`src/rtl/adc_seq_pkg.sv`:
```
// Shared types and helpers for the ADC scan sequencer: FSM state encoding,
// index-width helper and the default conversion timeout.
package adc_seq_pkg;

   typedef enum logic [2:0] {
      ST_IDLE   = 3'd0,
      ST_SETTLE = 3'd1,
      ST_START  = 3'd2,
      ST_WAIT   = 3'd3,
      ST_STORE  = 3'd4,
      ST_NEXT   = 3'd5
   } seq_state_t;

   localparam int DEFAULT_TIMEOUT = 4096;

   // Width of an index addressing n items; never below one bit.
   function automatic int width_of(input int n);
      return (n <= 2) ? 1 : $clog2(n);
   endfunction

endpackage

```
`src/rtl/adc_result_fifo.sv`:
```
// Synchronous first-word-fall-through FIFO holding {channel, result} words.
// A push into a full FIFO is accepted only when a pop frees a slot that cycle.
module adc_result_fifo
   import adc_seq_pkg::*;
#(
   parameter  int WIDTH = 8,
   parameter  int DEPTH = 8,
   localparam int AW    = $clog2(DEPTH),
   localparam int LW    = AW + 1
) (
   input  logic             clk,
   input  logic             rst,
   input  logic             push,
   input  logic [WIDTH-1:0] push_data,
   input  logic             pop,
   output logic [WIDTH-1:0] head,
   output logic             full,
   output logic             empty,
   output logic [LW-1:0]    level
);

   logic [WIDTH-1:0] mem [DEPTH];
   logic [AW:0]      wr_ptr;
   logic [AW:0]      rd_ptr;
   logic             do_push;
   logic             do_pop;

   // Pointers carry one extra wrap bit so their difference is the level.
   assign level   = wr_ptr - rd_ptr;
   assign full    = (level == LW'(DEPTH));
   assign empty   = (level == '0);
   assign do_pop  = pop & ~empty;
   assign do_push = push & (~full | do_pop);
   assign head    = empty ? '0 : mem[rd_ptr[AW-1:0]];

   always_ff @(posedge clk) begin
      if (do_push) begin
         mem[wr_ptr[AW-1:0]] <= push_data;
      end
   end

   always_ff @(posedge clk) begin
      if (rst) begin
         wr_ptr <= '0;
         rd_ptr <= '0;
      end else begin
         if (do_push) wr_ptr <= wr_ptr + 1'b1;
         if (do_pop)  rd_ptr <= rd_ptr + 1'b1;
      end
   end

endmodule

```
`src/rtl/adc_scan_sequencer.sv`:
```
// Multi-channel SAR ADC scan controller: walks an enable mask, drives the mux,
// starts conversions and queues {channel, result} words into a result FIFO.
module adc_scan_sequencer
   import adc_seq_pkg::*;
#(
   parameter  int NUM_CH      = 4,
   parameter  int RESULT_W    = 16,
   parameter  int FIFO_DEPTH  = 8,
   parameter  int START_W     = 4,
   parameter  int TIMEOUT_CYC = DEFAULT_TIMEOUT,
   localparam int CH_W        = width_of(NUM_CH),
   localparam int LVL_W       = $clog2(FIFO_DEPTH) + 1
) (
   input  logic                     clk,
   input  logic                     rst,
   input  logic                     scan_start_in,
   input  logic                     scan_stop_in,
   input  logic                     mode_continuous_in,
   input  logic [NUM_CH-1:0]        ch_enable_in,
   input  logic [7:0]               settle_cycles_in,
   input  logic [RESULT_W-1:0]      adc_result_in,
   input  logic                     adc_finished_in,
   output logic                     adc_start_out,
   output logic [CH_W-1:0]          adc_ch_sel_out,
   output logic                     busy_out,
   output logic [CH_W+RESULT_W-1:0] data_out,
   output logic                     data_valid_out,
   input  logic                     data_ready_in,
   output logic [LVL_W-1:0]         fifo_level_out,
   output logic                     overflow_out,
   output logic                     timeout_out,
   input  logic                     err_clear_in,
   output logic [2:0]               dbg_state
);

   // Wide enough for the timeout count and any 8-bit settle value.
   localparam int CNT_W = width_of(TIMEOUT_CYC + 256);

   seq_state_t          state;
   seq_state_t          state_nx;
   logic [CNT_W-1:0]    cnt;
   logic [NUM_CH-1:0]   mask;
   logic                cont;
   logic                stop_pending;
   logic [CH_W-1:0]     ch;
   logic [CH_W-1:0]     ch_nx;
   logic [RESULT_W-1:0] result;
   logic                fin_s1;
   logic                fin_s2;
   logic                fin_s3;
   logic                fin_rise;
   logic                scan_latch;
   logic                ch_load;
   logic                capture;
   logic                push;
   logic                pop;
   logic                timeout_set;
   logic                ovf_set;
   logic                fifo_full;
   logic                fifo_empty;
   logic                settle_zero;
   logic [CH_W:0]       first_hit;
   logic [CH_W:0]       next_hit;
   logic [CH_W:0]       wrap_hit;

   // Returns {found, index} of the lowest enabled channel above cur,
   // or of the lowest enabled channel overall when from_lowest is set.
   function automatic logic [CH_W:0] find_ch(input logic [NUM_CH-1:0] m,
                                             input logic [CH_W-1:0]   cur,
                                             input logic              from_lowest);
      logic [CH_W:0] r;
      r = '0;
      for (int i = NUM_CH - 1; i >= 0; i--) begin
         if (m[i] && (from_lowest || (i > int'(cur)))) begin
            r = {1'b1, CH_W'(i)};
         end
      end
      return r;
   endfunction

   assign first_hit   = find_ch(ch_enable_in, '0, 1'b1);
   assign next_hit    = find_ch(mask, ch, 1'b0);
   assign wrap_hit    = find_ch(mask, '0, 1'b1);
   assign settle_zero = (settle_cycles_in == 8'd0);

   // adc_finished_in is asynchronous: two-flop sync, then a registered edge.
   always_ff @(posedge clk) begin
      if (rst) begin
         fin_s1   <= 1'b0;
         fin_s2   <= 1'b0;
         fin_s3   <= 1'b0;
         fin_rise <= 1'b0;
      end else begin
         fin_s1   <= adc_finished_in;
         fin_s2   <= fin_s1;
         fin_s3   <= fin_s2;
         fin_rise <= fin_s2 & ~fin_s3;
      end
   end

   always_ff @(posedge clk) begin
      if (rst) begin
         state <= ST_IDLE;
      end else begin
         state <= state_nx;
      end
   end

   always_comb begin
      state_nx    = state;
      ch_nx       = ch;
      scan_latch  = 1'b0;
      ch_load     = 1'b0;
      capture     = 1'b0;
      push        = 1'b0;
      timeout_set = 1'b0;
      unique case (state)
         ST_IDLE: begin
            if (scan_start_in && first_hit[CH_W]) begin
               scan_latch = 1'b1;
               ch_load    = 1'b1;
               ch_nx      = first_hit[CH_W-1:0];
               state_nx   = settle_zero ? ST_START : ST_SETTLE;
            end
         end
         ST_SETTLE: begin
            if ((cnt + 1'b1) >= CNT_W'(settle_cycles_in)) begin
               state_nx = ST_START;
            end
         end
         ST_START: begin
            if (cnt == CNT_W'(START_W - 1)) begin
               state_nx = ST_WAIT;
            end
         end
         ST_WAIT: begin
            if (fin_rise) begin
               capture  = 1'b1;
               state_nx = ST_STORE;
            end else if (cnt == CNT_W'(TIMEOUT_CYC - 1)) begin
               timeout_set = 1'b1;
               state_nx    = ST_NEXT;
            end
         end
         ST_STORE: begin
            push     = 1'b1;
            state_nx = ST_NEXT;
         end
         ST_NEXT: begin
            if (next_hit[CH_W] && !stop_pending) begin
               ch_load  = 1'b1;
               ch_nx    = next_hit[CH_W-1:0];
               state_nx = settle_zero ? ST_START : ST_SETTLE;
            end else if (next_hit[CH_W] || !cont || stop_pending) begin
               state_nx = ST_IDLE;
            end else begin
               ch_load  = 1'b1;
               ch_nx    = wrap_hit[CH_W-1:0];
               state_nx = settle_zero ? ST_START : ST_SETTLE;
            end
         end
         default: state_nx = ST_IDLE;
      endcase
   end

   // The phase counter restarts on every state change.
   always_ff @(posedge clk) begin
      if (rst) begin
         cnt <= '0;
      end else if (state_nx != state) begin
         cnt <= '0;
      end else if (state != ST_IDLE) begin
         cnt <= cnt + 1'b1;
      end
   end

   always_ff @(posedge clk) begin
      if (rst) begin
         mask         <= '0;
         cont         <= 1'b0;
         ch           <= '0;
         result       <= '0;
         stop_pending <= 1'b0;
      end else begin
         if (scan_latch) begin
            mask <= ch_enable_in;
            cont <= mode_continuous_in;
         end
         if (ch_load) ch <= ch_nx;
         if (capture) result <= adc_result_in;
         if (state_nx == ST_IDLE) begin
            stop_pending <= 1'b0;
         end else if (scan_stop_in && state != ST_IDLE) begin
            stop_pending <= 1'b1;
         end
      end
   end

   assign pop     = data_ready_in & ~fifo_empty;
   assign ovf_set = push & fifo_full & ~pop;

   // A clear in the same cycle as a new error wins; that error is lost.
   always_ff @(posedge clk) begin
      if (rst) begin
         overflow_out <= 1'b0;
         timeout_out  <= 1'b0;
      end else begin
         overflow_out <= err_clear_in ? 1'b0 : (overflow_out | ovf_set);
         timeout_out  <= err_clear_in ? 1'b0 : (timeout_out | timeout_set);
      end
   end

   adc_result_fifo #(
      .WIDTH (CH_W + RESULT_W),
      .DEPTH (FIFO_DEPTH)
   ) u_fifo (
      .clk       (clk),
      .rst       (rst),
      .push      (push),
      .push_data ({ch, result}),
      .pop       (data_ready_in),
      .head      (data_out),
      .full      (fifo_full),
      .empty     (fifo_empty),
      .level     (fifo_level_out)
   );

   assign adc_start_out  = (state == ST_START);
   assign adc_ch_sel_out = ch;
   assign busy_out       = (state != ST_IDLE);
   assign data_valid_out = ~fifo_empty;
   assign dbg_state      = state;

endmodule

```
`config.mk`:
```
export PLATFORM = sky130hd
export DESIGN_NAME = adc_scan_sequencer
export DESIGN_NICKNAME = d
export VERILOG_FILES = /design/src/rtl/adc_seq_pkg.sv /design/src/rtl/adc_result_fifo.sv /design/src/rtl/adc_scan_sequencer.sv
export SDC_FILE = /design/constraint.sdc
export NUM_CORES = 1
export LEC_CHECK = 0
export ABC_CLOCK_PERIOD_IN_PS = 4800
export BUFFER_PORTS_ARGS = -buffer_cell sky130_fd_sc_hd__buf_4
export CELL_PAD_IN_SITES_DETAIL_PLACEMENT = 0
export CELL_PAD_IN_SITES_GLOBAL_PLACEMENT = 1
export CORE_ASPECT_RATIO = 1.4
export CORE_MARGIN = 2
export CORE_UTILIZATION = 45
export CTS_CLUSTER_DIAMETER = 60
export DETAILED_ROUTE_END_ITERATION = 8
export HOLD_SLACK_MARGIN = 0.03
export PLACE_DENSITY = 0.81
export SYNTH_ARGS = -nofsm -noshare
export SYNTH_HDL_FRONTEND = slang
export SYNTH_SLANG_ARGS = --single-unit
export TNS_END_PERCENT = 1
```
`constraint.sdc`:
```
create_clock -name clk -period 4.8 [get_ports clk]
set_input_delay 0.48 -clock clk [delete_from_list [all_inputs] [get_ports clk]]
set_output_delay 0.48 -clock clk [all_outputs]
set_load 0.1 [all_outputs]
```
==> impl_metrics.json <==
{
  "status": "finished, final reports clean",
  "syn_area_per_cell_um2": 13.9,
  "dieArea_mm2": 0.0205,
  "grt_pass1_wl_um": 29600,
  "synth_top_flop_cell": "edfxtp_1",
  "hold_buffers": 0,
  "crit_start": "u_fifo.wr_ptr[0]",
  "path_clk_slew_ps": 60,
  "yosys.area.top_type": "edfxtp_1",
  "worst_ir_drop_vdd_v": 0.000292,
  "p_int_w": 0.00345,
  "p_per_area_mw_per_mm2": 549,
  "clk_path_buf_depth": 3,
  "ys_warn_count": 0,
  "min_period_ps": 3760,
  "cts_buffers": 21,
  "yosysSeqAreaShare_pct": 62.7,
  "fin_util_pct": 53.6,
  "start_util_pct": 45.5,
  "hold_viol": 0,
  "drt-initial-drc-count": 436,
  "core_area_mm2": 0.0191,
  "combPwrFrac_pct": 34.4,
  "crit_cells": 9,
  "finalPower_w": 0.00563,
  "area_growth_pct": 17.6,
  "end_kind": "output pin",
  "cap_violations": 0,
  "cts_tree": "yes",
  "synth_area_mm2": 0.00872,
  "cts.repair.resized": 0,
  "place.gp.congestion": 0.859,
  "grt_max_degree": 44,
  "hold_path.class": "in -> reg",
  "n_fill_cell": 1554,
  "num_antenna_cells": 0,
  "pwr-share-clk_pct": 30.7,
  "synth-edff-count": 144,
  "clkSinkCount": 201,
  "cp_cell_sequence": "inv_1 -> ha_1 -> fa_1 -> inv_1 -> or3_1 -> a21oi_2 -> buf_4 -> nor2_1 -> buf_4",
  "drive_gt1_share_pct": 26.0,
  "routed_wl_um": 18500,
  "design_area_mm2": 0.0103,
  "cts_htree_levels": 1,
  "critPathMaxStageDelay_ps": 540,
  "viasPerCell": 5.53,
  "met1_length_um": 7320,
  "highest_layer": "met4",
  "grt_pass1_vias": 5501,
  "cp_slowest_cell": "dfxtp_1",
  "wire_per_inst_um": 19.3,
  "grtUsageTotal_pct": 18.5,
  "drt_pre_antenna_iters": 4,
  "numPortBuffers": 67,
  "rsz0062_at_grt": "no",
  "synth_top_area_share_pct": 49.6,
  "ff2ff_setup_slack_ps": 1410,
  "grt.overflow.total": 0,
  "ctsRootBufferMaster": "clkbuf_16",
  "critical_path_buf_inv_count": 4,
  "crit_required_ps": 4320,
  "ys_types": 59,
  "cp_top_family": "adder cells",
  "endpoint": "data_out[17]",
  "pwr-share-seq_pct": 34.9,
  "nets": 745,
  "synth_cells": 627,
  "drv_slew": 0,
  "path_max_fanout": 26,
  "placed_area_mm2": 0.00951,
  "r2r-end": "u_fifo.mem[5][11]",
  "std_cell_rows": 60,
  "ff2ff_path_depth": 10,
  "dr_wl_met3_um": 624,
  "finalCritPeriodShare_pct": 78.3,
  "switchingPower_w": 0.00219,
  "syn_nets": 678,
  "cp-start-kind": "register",
  "drc": 0,
  "critical_path_class": "reg -> out",
  "finalSetupViolations": 0,
  "arrival_ps": 3280,
  "die_width_um": 122,
  "wl_met2_um": 10100,
  "dr_total_vias": 5291,
  "clock.fmax_mhz": 266,
  "hpwl_um": 11900,
  "p_leak_nw": 3.59,
  "fin_skew_ps": 6.95,
  "yosys_register_bits": 201,
  "io_pins": 68,
  "ys_top_cells_by_area": "edfxtp_1 50%, dfxtp_1 13%, mux4_2 9.3%",
  "post_cts_buffers": 0,
  "tightest_slew_ps": 941,
  "antenna_found_initial": 0,
  "clk_latency_ps": 490,
  "die_height_um": 169,
  "slew_headroom_pct": 37.3,
  "reg2reg_from": "u_fifo.wr_ptr[0]",
  "synth-async-reset-ratio_pct": 0,
  "drtAntennaViolNets": 0,
  "p_sw_share_pct": 38.8
}
## per-stage QoR
step	std cells	worst slack, ps	hold slack [ps]	setup TNS, ps
after global placement	919	1520	379	0
after global routing	957	814	161	0
after detailed placement	919	1410	385	0
after floorplan	627	-117	367	-6400
after CTS	957	1010	158	0
final	957	1040	163	0
## cells in the mapped netlist, types with 2 or more instances
master,n
mux2_2,3
buf_1,2
a21oi_1,33
or2_2,2
inv_1,23
xor2_1,11
nor3_2,11
dfxtp_1,57
buf_2,4
nand3_1,7
edfxtp_1,144
nand2b_1,5
buf_4,2
buf_6,3
nor2_1,46
nor4_1,9
a211oi_1,2
clkbuf_1,20
and3_1,5
clkbuf_8,3
nand4_1,7
o21ai_0,11
mux2i_1,26
ha_1,14
nor2b_1,9
xnor2_1,12
nand3b_1,3
nor3_1,19
a31oi_1,4
nand2_1,56
or3_1,5
o21a_1,7
mux4_2,36
## cell type report
type                       count  area, um2  share of cell area (%)
timing repair buffer          79        593                    5.78
clock inverter                11        168                    1.64
tap                          248        310                    3.03
multi-input combinational    368       3050                    29.7
inverter                      23       86.3                   0.842
clock buffer                  27        578                    5.64
sequential                   201       5470                    53.3
## layer usage
metal  vias up  track usage (%)
met5         -                0
met4         0             5.95
met3        35             2.16
met2       121             34.4
met1      2654             22.0
li1       2481                -
## cells by family (layout without fill, tap and decap cells)
kind of cell / count (synthesis) / count (layout) / synth area share (%)
mux: 65 / 65 / 12.7
xor+xnor: 23 / 23 / 2.31
simple gates: 195 / 195 / 11.9
flops: 201 / 201 / 62.7
buf+inv: 58 / 140 / 3.26
compound gates: 70 / 70 / 4.98
fa+ha+maj: 15 / 15 / 2.24
## worst min-delay path by stage
stage	start	depth (start not counted)	slack [ps]	to
3_5_place_dp	fin_s3	1	380	fin_rise
4_1_cts	err_clear_in	2	160	timeout_out
2_1_floorplan	fin_s3	1	370	fin_rise
6_report	err_clear_in	2	160	timeout_out
3_3_place_gp	fin_s3	1	380	fin_rise
5_1_grt	err_clear_in	2	160	overflow_out
## cell usage in the layout (no fill, tap or decap), types with 11 or more instances in the layout
cell type	synthesis	final
ha_1	14	14
buf_4	2	79
xor2_1	11	11
clkbuf_16	0	21
nor3_1	19	14
a21oi_1	33	32
dfxtp_1	57	55
nor2_1	46	46
xnor2_1	12	11
nor3_2	11	16
inv_1	23	23
edfxtp_1	144	144
mux4_2	36	36
mux2i_1	26	26
nand2_1	56	56
## sequential cells by signal (all words and copies together) (netlist names), 2 cells and up, named ones only
signal	cells
u_fifo.wr_ptr	4
u_fifo.mem	144
adc_ch_sel_out	2
mask	4
result	16
dbg_state	3
u_fifo.rd_ptr	4
cnt	13
## power groups by stage
stage	Combinational (W)	Sequential, W	Clock (W)
final	0.00194	0.00197	0.00173
after global routing	0.00202	0.00198	0.00183
after CTS	0.00196	0.00197	0.00176
after detailed placement	0.00195	0.00201	0
after global placement	0.00193	0.00201	0
after floorplan	0.00163	0.00193	0
Note: power is estimated with default switching activity, not from simulation.
